## config.mk

```make
export PLATFORM = sky130hd
export DESIGN_NAME = banco_nos_ativos
export DESIGN_NICKNAME = d
export VERILOG_FILES = /design/src/rtl/banco_nos_ativos.sv
export SDC_FILE = /design/constraint.sdc
export NUM_CORES = 1
export LEC_CHECK = 0
export ABC_CLOCK_PERIOD_IN_PS = 9200
export BUFFER_PORTS_ARGS = -buffer_cell sky130_fd_sc_hd__clkbuf_2
export CORE_MARGIN = 4
export CORE_UTILIZATION = 45
export DETAILED_ROUTE_END_ITERATION = 12
export GPL_ROUTABILITY_DRIVEN = 0
export PLACE_DENSITY_LB_ADDON = 0.12
export SLEW_MARGIN = 20
export SYNTH_ARGS = -nofsm -noshare
export SYNTH_HDL_FRONTEND = slang
export SYNTH_SLANG_ARGS = --single-unit
```

## constraint.sdc

```tcl
create_clock -name clk -period 9.2 [get_ports clk]
set_input_delay 1.38 -clock clk [delete_from_list [all_inputs] [get_ports clk]]
set_output_delay 1.38 -clock clk [all_outputs]
set_load 0.05 [all_outputs]
```

## src/rtl/banco_nos_ativos.sv

```systemverilog
// Active-node bank: per-slot node registers with conditional update and a
// sequential minimum-score search over all active slots.
module banco_nos_ativos #(
  parameter int unsigned NUM_NA          = 8,
  parameter int unsigned ADDR_WIDTH      = 5,
  parameter int unsigned DISTANCIA_WIDTH = 5,
  parameter int unsigned CUSTO_WIDTH     = 4
) (
  input  logic                         clk,
  input  logic                         rst,
  input  logic                         ga_atualizar_in,
  input  logic                         ga_desativar_in,
  input  logic [NUM_NA-1:0]            ga_habilitar_in,
  input  logic [ADDR_WIDTH-1:0]        ga_endereco_in,
  input  logic [ADDR_WIDTH-1:0]        ga_anterior_in,
  input  logic [CUSTO_WIDTH-1:0]       ga_menor_vizinho_in,
  input  logic [DISTANCIA_WIDTH-1:0]   ga_distancia_in,
  output logic [ADDR_WIDTH*NUM_NA-1:0] na_endereco_out,
  output logic [NUM_NA-1:0]            na_ativo_out,
  input  logic                         consultar_in,
  output logic                         bna_ocupado_o,
  output logic                         bna_pronto_o,
  output logic                         bna_valido_o,
  output logic [ADDR_WIDTH-1:0]        bna_menor_endereco_o,
  output logic [ADDR_WIDTH-1:0]        bna_menor_anterior_o,
  output logic [DISTANCIA_WIDTH-1:0]   bna_menor_distancia_o,
  output logic                         bna_erro_o
);

  localparam int unsigned CNT_W   = $clog2(NUM_NA) + 1;
  localparam int unsigned IDX_W   = (NUM_NA > 1) ? $clog2(NUM_NA) : 1;
  localparam int unsigned SCORE_W = DISTANCIA_WIDTH + 1;

  typedef enum logic [1:0] {IDLE, BUSCA, PRONTO} estado_t;

  estado_t state_q, state_d;

  logic [NUM_NA-1:0]          ativo_q;
  logic [ADDR_WIDTH-1:0]      endereco_q  [NUM_NA];
  logic [ADDR_WIDTH-1:0]      anterior_q  [NUM_NA];
  logic [DISTANCIA_WIDTH-1:0] distancia_q [NUM_NA];
  logic [CUSTO_WIDTH-1:0]     vizinho_q   [NUM_NA];

  logic [CNT_W-1:0]           cnt_q;
  logic                       best_found_q;
  logic [SCORE_W-1:0]         best_score_q;
  logic [ADDR_WIDTH-1:0]      best_end_q;
  logic [ADDR_WIDTH-1:0]      best_ant_q;
  logic [DISTANCIA_WIDTH-1:0] best_dist_q;

  logic               inicio;
  logic               scan_en;
  logic               fim;
  logic               melhor;
  logic [IDX_W-1:0]   scan_idx;
  logic [SCORE_W-1:0] cur_score;
  logic               multi_hot;

  // Next state plus evaluation of the slot under the scan pointer
  always_comb begin
    state_d   = state_q;
    inicio    = 1'b0;
    scan_en   = 1'b0;
    fim       = 1'b0;
    scan_idx  = IDX_W'(cnt_q);
    cur_score = SCORE_W'(distancia_q[scan_idx]) + SCORE_W'(vizinho_q[scan_idx]);
    case (state_q)
      IDLE: begin
        if (consultar_in) begin
          state_d = BUSCA;
          inicio  = 1'b1;
        end
      end
      BUSCA: begin
        if (cnt_q == CNT_W'(NUM_NA)) begin
          state_d = PRONTO;
          fim     = 1'b1;
        end else begin
          scan_en = 1'b1;
        end
      end
      PRONTO:  state_d = IDLE;
      default: state_d = IDLE;
    endcase
    melhor    = scan_en && ativo_q[scan_idx] &&
                (!best_found_q || (cur_score < best_score_q));
    multi_hot = (ga_habilitar_in & (ga_habilitar_in - NUM_NA'(1))) != '0;
  end

  always_ff @(posedge clk) begin
    if (rst) state_q <= IDLE;
    else     state_q <= state_d;
  end

  // Slot storage, scan accumulator and registered result outputs
  always_ff @(posedge clk) begin
    if (rst) begin
      ativo_q               <= '0;
      cnt_q                 <= '0;
      best_found_q          <= 1'b0;
      best_score_q          <= '0;
      best_end_q            <= '0;
      best_ant_q            <= '0;
      best_dist_q           <= '0;
      bna_ocupado_o         <= 1'b0;
      bna_pronto_o          <= 1'b0;
      bna_valido_o          <= 1'b0;
      bna_menor_endereco_o  <= '0;
      bna_menor_anterior_o  <= '0;
      bna_menor_distancia_o <= '0;
      bna_erro_o            <= 1'b0;
      for (int i = 0; i < NUM_NA; i++) begin
        endereco_q[i]  <= '0;
        anterior_q[i]  <= '0;
        distancia_q[i] <= '0;
        vizinho_q[i]   <= '0;
      end
    end else begin
      // Deactivation dominates; same-node updates only accept a shorter path
      for (int i = 0; i < NUM_NA; i++) begin
        if (ga_habilitar_in[i]) begin
          if (ga_desativar_in) begin
            ativo_q[i] <= 1'b0;
          end else if (ga_atualizar_in &&
                       (!ativo_q[i] || (endereco_q[i] != ga_endereco_in) ||
                        (ga_distancia_in < distancia_q[i]))) begin
            ativo_q[i]     <= 1'b1;
            endereco_q[i]  <= ga_endereco_in;
            anterior_q[i]  <= ga_anterior_in;
            distancia_q[i] <= ga_distancia_in;
            vizinho_q[i]   <= ga_menor_vizinho_in;
          end
        end
      end
      bna_erro_o <= (ga_atualizar_in || ga_desativar_in) && multi_hot;

      if (inicio) begin
        cnt_q        <= '0;
        best_found_q <= 1'b0;
        best_score_q <= '0;
        best_end_q   <= '0;
        best_ant_q   <= '0;
        best_dist_q  <= '0;
      end else if (scan_en) begin
        cnt_q <= cnt_q + CNT_W'(1);
        if (melhor) begin
          best_found_q <= 1'b1;
          best_score_q <= cur_score;
          best_end_q   <= endereco_q[scan_idx];
          best_ant_q   <= anterior_q[scan_idx];
          best_dist_q  <= distancia_q[scan_idx];
        end
      end

      bna_ocupado_o <= (state_d != IDLE);
      bna_pronto_o  <= fim;
      if (fim) begin
        bna_valido_o          <= best_found_q;
        bna_menor_endereco_o  <= best_end_q;
        bna_menor_anterior_o  <= best_ant_q;
        bna_menor_distancia_o <= best_dist_q;
      end
    end
  end

  assign na_ativo_out = ativo_q;
  for (genvar g = 0; g < NUM_NA; g++) begin : g_na_end
    assign na_endereco_out[ADDR_WIDTH*g +: ADDR_WIDTH] = endereco_q[g];
  end

endmodule

```

==> flow_summary.ini <==
[status]
run_status = finished, final reports clean

[timing]
fmax_ghz = 0.2356
rsz0062_at_grt = no
finalSetupViolCount = 0
hold_viol_final = 0
slew_violations = 0
worstMarginPinSlew_ps = 1051
period_share = 0.4613
fin_worst_skew_ps = 12.28
slew_headroom = 0.2992
post-route-min-period_ps = 4244
setup_tns_ps = 0

[critical_path]
crit_family = compound AO/OA/AOI/OAI gates
worstSetupPathType = reg -> reg
cp-end-kind = flop
crit_chain = buf_4 -> mux4_2 -> o21ai_0 -> ha_1 -> a21o_1 -> a21o_1 -> a21oi_1 -> nor2_1 -> ha_1 -> a21oi_1 -> o22a_1 -> a21oi_1 -> nor3_1
critPathLaunchType = flop
critPathRequiredTime_ps = 9610
path_buf_inv = 1
r2r_setup_slack_ps = 4960
cp_max_fo = 19
crit_top_cell = a21oi_1
slowest_delay_ps = 650
crit_arrival_ps = 4660
slowest_stage = o22a_1

[detailed_routing]
wl_met1_um = 12690
route.met3.wl_um = 1825
ant_nets = 0
first_pass_iters = 5
wire_per_inst_um = 22.22
routed.top_layer = met4
wirelength_um = 28220
vias = 7086
drtIter0Drc = 536
via_per_inst = 5.580
drcViolationCount = 0
met2_length_um = 13350

[die]
die_w_um = 159.3
rows = 55
die_area_um2 = 25370
core_area_um2 = 22570
dieHeight_um = 159.3
initial_core_util = 0.4562
boundaryPins = 99

[layout]
fin_util = 0.5291
syn_to_final_growth_pct = 15.98
antennaDiodeCount = 0
nets = 1043
drive_gt1_frac = 0.2264

[clock_network]
cts-htree-levels = 1
cts_sinks = 210
postCtsResizedCells = 0
clockBufferDepth = 3
cts-root-buf = clkbuf_16
clock_latency_ps = 520
cts-hold-fix-buffers = 0
numCtsBuffers = 24
path_clk_slew_ps = 60
cts_setup_buffers = 0
cts_tree = built

[grt]
grt_max_degree = 78
grt_use_total = 0.2208
grt_pass1_vias = 7134
grt-ovfl-total = 0
grt_pass1_wl_um = 43300
antenna_found_initial = 0

[power_and_ir_drop]
clkPwrFrac = 0.414
irDropWorstVdd_mv = 0.1577
switching_share = 0.2574
intPower_mw = 1.848
power_frac_seq = 0.448
p_per_area_nw_per_um2 = 208.3
pwr-share-comb = 0.138
p_switching_mw = 0.6404
cellLeakagePower_nw = 4.539

[synth]
netlist_top_cells_count = edfxtp_1 (152), nor2_1 (108), nand2_1 (81), dfxtp_1 (58), a21oi_1 (57)
synth_edf_count = 152
yosysMostFrequentCell = edfxtp_1
ys_ff_latch = 210
ys_seq_area_frac = 0.5560
yosysTopAreaCell = edfxtp_1
yosysWarnings = 0
ys.flop_type = edfxtp_1
syn_nets = 952
synth.avg_cell_area_um2 = 11.75
synth.top_cells.by_area = edfxtp_1 (44%), dfxtp_1 (11%), mux4_2 (8.7%)
synth_top_area_share = 0.4433
syn_area_um2 = 10300
synthArstFlopShare = 0
synthDistinctLibCells = 42
netlist_instances = 876

[flow_run]
drv_cap = 0

[hold_path]
min_path_type = reg -> reg

[placement]
dpl.hpwl_um = 19320
port_buffers = 98
## per-layer routing
layer,GRT usage,up-vias
met2,0.3572,227
li1,-,3336
met1,0.3197,3499
met5,0,-
met4,0.04694,0
met3,0.03391,24
## final cells by class
type                            count  area, um2
Fill cell                        2011      10630
Sequential cell                   210       5727
Multi-Input combinational cell    573       4209
Clock buffer                       31      668.1
Timing Repair Buffer              118      640.6
Tap cell                          285      356.6
Clock inverter                     13      191.4
Inverter                           40      150.1
## state kept, by name, indices dropped and copies added, names as in the netlist, named ones only
register / flops
bna_ocupado_o: 1
best_score_q: 6
bna_menor_anterior_o: 5
distancia_q: 40
best_end_q: 5
state_q: 2
anterior_q: 40
na_ativo_out: 8
cnt_q: 4
bna_erro_o: 1
bna_pronto_o: 1
best_dist_q: 5
bna_menor_endereco_o: 5
bna_menor_distancia_o: 5
endereco_q: 40
best_ant_q: 5
vizinho_q: 32
bna_valido_o: 1
best_found_q: 1
## stage by stage
step           setup WS [ps]  hold slack, ps  total power, mW  std cells  instance area (um2)
6_report                4956           449.7            2.488       1270                11940
5_1_grt                 4701           472.6            2.579       1270                11940
4_1_cts                 4942           454.3            2.503       1270                11940
3_5_place_dp            5009           443.9            1.477       1226                11080
3_3_place_gp            5069           440.9            1.472       1226                11080
2_1_floorplan           5155           428.5            1.362        876                10300
## power groups by stage
stage | registers (mW) | logic [mW] | clock network (mW)
detailed placement | 1.13 | 0.342 | 0
floorplan | 1.18 | 0.185 | 0
finish | 1.11 | 0.342 | 1.03
global route | 1.12 | 0.372 | 1.09
global placement | 1.13 | 0.338 | 0
CTS | 1.11 | 0.344 | 1.04
## path summary, 6_finish.rpt
| check | depth (start not counted) | startpoint | end |
|---|---|---|---|
| setup / recovery | 13 | flop | best_dist_q[1]$_SDFFE_PP0P_ |
| hold / removal | 2 | best_ant_q[0]$_SDFFE_PP0P_ | bna_menor_anterior_o[0]$_SDFFE_PP0P_ |
| setup reg to reg | 13 | flop | best_dist_q[1]$_SDFFE_PP0P_ |
| hold reg to reg | 2 | best_ant_q[0]$_SDFFE_PP0P_ | bna_menor_anterior_o[0]$_SDFFE_PP0P_ |
## tightest hold or removal path, stage by stage (launching register included)
cell	delay [ps]
dfxtp_1	310
nand2_1	50
a21oi_1	50
## logic make-up after synthesis
logic type | after synthesis | synth area share
fa+ha+maj | 44 | 0.05419
flops | 210 | 0.5560
simple gates | 303 | 0.1356
mux | 58 | 0.1081
xor+xnor | 46 | 0.03913
buf+inv | 93 | 0.03827
compound gates | 122 | 0.06865
## cells in the final DEF, fill, tap and decap left out, drive strengths merged, types with 2 or more instances in the layout
| cell type | n |
|---|---|
| mux2 | 16 |
| xnor2 | 9 |
| bufinv | 5 |
| xor2 | 37 |
| o21ai | 23 |
| a21o | 12 |
| clkinv | 6 |
| nor4 | 8 |
| ha | 43 |
| clkinvlp | 2 |
| buf | 20 |
| mux2i | 2 |
| nand2 | 81 |
| inv | 40 |
| edfxtp | 152 |
| a21oi | 58 |
| clkbuf | 129 |
| o22ai | 6 |
| o21bai | 6 |
| nor3 | 31 |
| nor2 | 108 |
| mux4 | 40 |
| o211ai | 3 |
| nand3 | 12 |
| or2 | 2 |
| nand2b | 8 |
| nor3b | 20 |
| nor2b | 29 |
| a31oi | 8 |
| dfxtp | 58 |
No activity file was read; power rests on OpenSTA's default activity.
